[config.mk]
export PLATFORM = sky130hd
export DESIGN_NAME = seq_detect_param
export DESIGN_NICKNAME = d
export VERILOG_FILES = /design/src/rtl/seq_detect_param.sv
export SDC_FILE = /design/constraint.sdc
export NUM_CORES = 1
export LEC_CHECK = 0
export BUFFER_PORTS_ARGS = -buffer_cell sky130_fd_sc_hd__buf_4
export CORE_MARGIN = 4
export CORE_UTILIZATION = 25
export DETAILED_ROUTE_END_ITERATION = 7
export PLACE_DENSITY = 0.59
export SETUP_SLACK_MARGIN = 0.3
export SYNTH_ARGS = -nofsm -noshare
export SYNTH_HDL_FRONTEND = slang
export SYNTH_SLANG_ARGS = --single-unit
[constraint.sdc]
create_clock -name clk -period 1 [get_ports clk]
set_input_delay 0 -clock clk [delete_from_list [all_inputs] [get_ports clk]]
set_output_delay 0 -clock clk [all_outputs]
set_load 0.05 [all_outputs]
[src/rtl/seq_detect_param.sv]
// seq_detect_param
//   Parametrised serial bit-pattern detector. One bit is sampled per enabled
//   cycle, MSB of PATTERN first. y pulses for one cycle when the last LEN
//   real bits equal PATTERN. Bits that come from reset are never counted.
//
// Parameters
//   LEN      pattern length in bits (2..32)
//   PATTERN  LEN-bit target; PATTERN[LEN-1] is received first
//   OVERLAP  1: a matched pattern's bits may seed the next match
//            0: history restarts after each match
//   CNT_W    width of match_cnt
//
// Ports
//   clk        clock, all state changes on posedge
//   clr        synchronous active-high reset, has priority over en
//   en         x is valid this cycle
//   x          serial input bit
//   y          registered one-cycle match pulse
//   match_cnt  saturating match count since clr
//
// Build option
//   SEQDET_MATCH_CNT_EN  when defined, match_cnt counts matches and saturates
//                        at 2^CNT_W-1; when undefined, match_cnt is tied to 0.
module seq_detect_param #(
    parameter int unsigned    LEN     = 4,
    parameter logic [LEN-1:0] PATTERN = 4'b1101,
    parameter bit             OVERLAP = 1'b1,
    parameter int unsigned    CNT_W   = 8
) (
    input  logic             clk,
    input  logic             clr,
    input  logic             en,
    input  logic             x,
    output logic             y,
    output logic [CNT_W-1:0] match_cnt
);

    localparam int unsigned   FW        = $clog2(LEN + 1);
    localparam logic [FW-1:0] FILL_FULL = FW'(LEN);
    localparam logic [FW-1:0] FILL_ARM  = FW'(LEN - 1);

    logic [LEN-1:0] hist;
    logic [LEN-1:0] hist_nxt;
    logic [FW-1:0]  fill;
    logic [FW-1:0]  fill_nxt;
    logic           match;

    // fill counts real bits in hist, so reset zeros cannot form a match:
    // with LEN-1 valid bits already held, the incoming bit completes LEN.
    always_comb begin
        hist_nxt = {hist[LEN-2:0], x};
        match    = en && (fill >= FILL_ARM) && (hist_nxt == PATTERN);
        if (match && !OVERLAP) begin
            fill_nxt = '0;
        end else if (fill == FILL_FULL) begin
            fill_nxt = fill;
        end else begin
            fill_nxt = fill + 1'b1;
        end
    end

    always_ff @(posedge clk) begin
        if (clr) begin
            hist <= '0;
            fill <= '0;
            y    <= 1'b0;
        end else begin
            y <= match;
            if (en) begin
                hist <= hist_nxt;
                fill <= fill_nxt;
            end
        end
    end

`ifdef SEQDET_MATCH_CNT_EN
    logic [CNT_W-1:0] cnt;

    always_ff @(posedge clk) begin
        if (clr) begin
            cnt <= '0;
        end else if (match && (cnt != '1)) begin
            cnt <= cnt + 1'b1;
        end
    end

    assign match_cnt = cnt;
`else
    assign match_cnt = '0;
`endif

endmodule
==> impl_metrics.csv <==
group,metric,value,unit
drt,wirelength,675,um
final_layout,mostFrequentLayoutCell,"conb_1",
floorplanning,die_x,47.8,um
clock_network,root_buffer,"clkbuf_4",
floorplanning,rows,14,
final_layout,drive_gt1_share,42.0,%
run_status,violations,"negative hold slack, negative setup slack",
critical_path,worstSetupPathType,"register to register",
global_routing,grt_pass1_vias,251,
pwr,peakVddDrop,0.863,mV
critical_path,critPathMaxStageDelay,0.38,ns
drt,viasPerCell,4.00,
place,port_buffers,4,
timing,whs,-0.0418,ns
drt,via_count,264,
timing,tns,-0.202,ns
final_layout,final_cell_mix,"8 x conb_1, 6 x buf_4, 5 x nor2_1",
timing,finalSetupViolCount,4,
pwr,power.leakage,0.000228,uW
timing,drv_slew,0,
synthesis,syn_inst,41,
global_routing,grt_max_degree,8,
critical_path,start_kind,"register",
final_layout,synthToLayoutAreaGrowth,30.7,%
timing,rsz0062_at_grt,"yes",
floorplanning,initial_core_util,26.2,%
global_routing,grt_pass1_wl,1.06,mm
critical_path,critical_path_required,1.14,ns
clock_network,h-tree-depth,1,
place,gp_congestion,0.637,
hold_path,hp-class,"primary input to register",
global_routing,grt_overflow,0,
clock_network,cts_tree,"yes",
pwr,power.density,1490,nW/um^2
final_layout,antennaDiodeCount,0,
clock_network,cts_buffers,3,
synthesis,syn_area,395,um^2
drt,first_iter_violations,2,
timing,final_hold_viol_count,7,
timing,fmax,0.918,GHz
timing,skew,0.00797,ns
final_layout,fin_nets,58,
final_layout,instances_no_fill,66,
timing,fin_ws,-0.0891,ns
synthesis,ys_types,16,
drt,ant_nets,0,
pwr,finalPower,771,uW
synthesis,synth-seq-cells,7,
critical_path,crit_chain,"inv_2 -> ha_4 -> a21boi_4 -> mux2i_1 -> nor2_1",
flow_run,maxCapViolCount,0,
critical_path,crit_fanout,4,
floorplanning,dieHeight,47.8,um
clock_network,clock_latency,0.25,ns
synthesis,yosys_warnings,0,
place,place_ws,-0.0831,ns
floorplanning,core_region_area,1510,um^2
critical_path,critPathTopFamily,"flip-flops",
final_layout,final_cell_area,517,um^2
drt,drc,0,
clock_network,cts.sinks,7,
place,placed_area,460,um^2
synthesis,synth_seq_area_share,35.4,%
drt,wire_per_inst,10.2,um
global_routing,grtUsageTotal,7.30,%
floorplanning,ios,13,
run_status,status,"finished with violations",
global_routing,antenna_found_initial,0,
critical_path,ff2ff_setup_slack,-0.09,ns
clock_network,cts.reportedPaths.clkPinSlew,0.06,ns
place,place_inst,61,
place,post-dp-hpwl,532,um
timing,period_needed,1.09,ns
critical_path,worstPathArrival,1.23,ns
clock_network,cts.path.max_buffers,2,
critical_path,end_kind,"register",
floorplanning,die_area,2280,um^2
synthesis,avgSynthCellArea,9.64,um^2
drt,drtPass1Iterations,2,
timing,finalCritPeriodShare,109,%
critical_path,path_buf_inv,1,
critical_path,cp_slowest_cell,"dfxtp_4",
## per-stage QoR
| stage | util, % | hold slack, ns |
|---|---|---|
| after floorplan | - | 0.0627 |
| after global placement | 30.6 | 0.216 |
| after detailed placement | 30.6 | 0.225 |
| after CTS | 33.1 | -0.0409 |
| after global routing | 34.3 | -0.0326 |
| final | 34.3 | -0.0418 |
## kinds of logic (layout without fill, tap and decap cells)
group / after synthesis / count (layout) / share of synthesized area, %
DFF: 7 / 7 / 35.4
AOI/OAI and AO/OA: 4 / 4 / 9.18
buffers and inverters: 13 / 15 / 21.8
xor gates and xnor gates: 1 / 1 / 2.22
muxes: 4 / 4 / 10.1
and+or+nand+nor: 8 / 8 / 10.8
adders and majority gates: 3 / 3 / 9.49
other: 1 / 8 / 0.948
## state kept, by name, summed over array words and instances (netlist names)
register / count
y: 1
hist: 3
fill: 3
## metal layers
metal  up-vias  share of wire (%)  GRT usage (%)
li1        133                  -              -
met1       118                 39           6.76
met2        13                 48           11.9
met3         0                 13           6.77
met4         0                  0           1.61
met5         -                  0              0
## cells in the mapped netlist
| master | instances | area share (%) |
|---|---|---|
| buf_4 | 8 | 15 |
| dfxtp_1 | 7 | 35 |
| nor2_1 | 5 | 4.7 |
| inv_1 | 4 | 3.8 |
| mux2i_1 | 4 | 10 |
| ha_1 | 3 | 9.5 |
| a211oi_1 | 1 | 1.9 |
| a21boi_4 | 1 | 4.7 |
| a21oi_1 | 1 | 1.3 |
| buf_6 | 1 | 2.8 |
| conb_1 | 1 | 0.95 |
| nand2b_1 | 1 | 1.6 |
| nand4b_1 | 1 | 2.2 |
| nor4b_1 | 1 | 2.2 |
| o21ai_0 | 1 | 1.3 |
| xnor2_1 | 1 | 2.2 |
## layout make-up
cell class | instances | area [um^2]
clock buffer | 4 | 26.3
fill | 155 | 990
inverter | 4 | 17.5
multi-input combinational | 28 | 244
sequential | 7 | 149
tap | 16 | 20.0
timing repair buffer | 7 | 60.1
## timing repair
action / CTS / global route
resized for setup: 1 / 6
hold endpoints to repair: 7 / 6
setup endpoints to repair: 5 / 5
buffers inserted: 1 / 0
pin swaps: 0 / 4
## report_power, final
part           leakage [uW]  total [uW]  internal (uW)  switching, uW
Combinational      0.000154         195           75.6            120
Sequential        0.0000590         319            297           21.8
Clock             0.0000150         257            152            104
Total              0.000228         771            525            246
## path summary, 6_finish.rpt
kind                start  depth (start not counted)       to
setup reg to reg  fill[0]                          5  fill[1]
hold reg to reg   hist[2]                          2        y
hold / removal        clr                          2  fill[2]
setup / recovery  fill[0]                          5  fill[1]
Power figures use the tool's default switching activity.
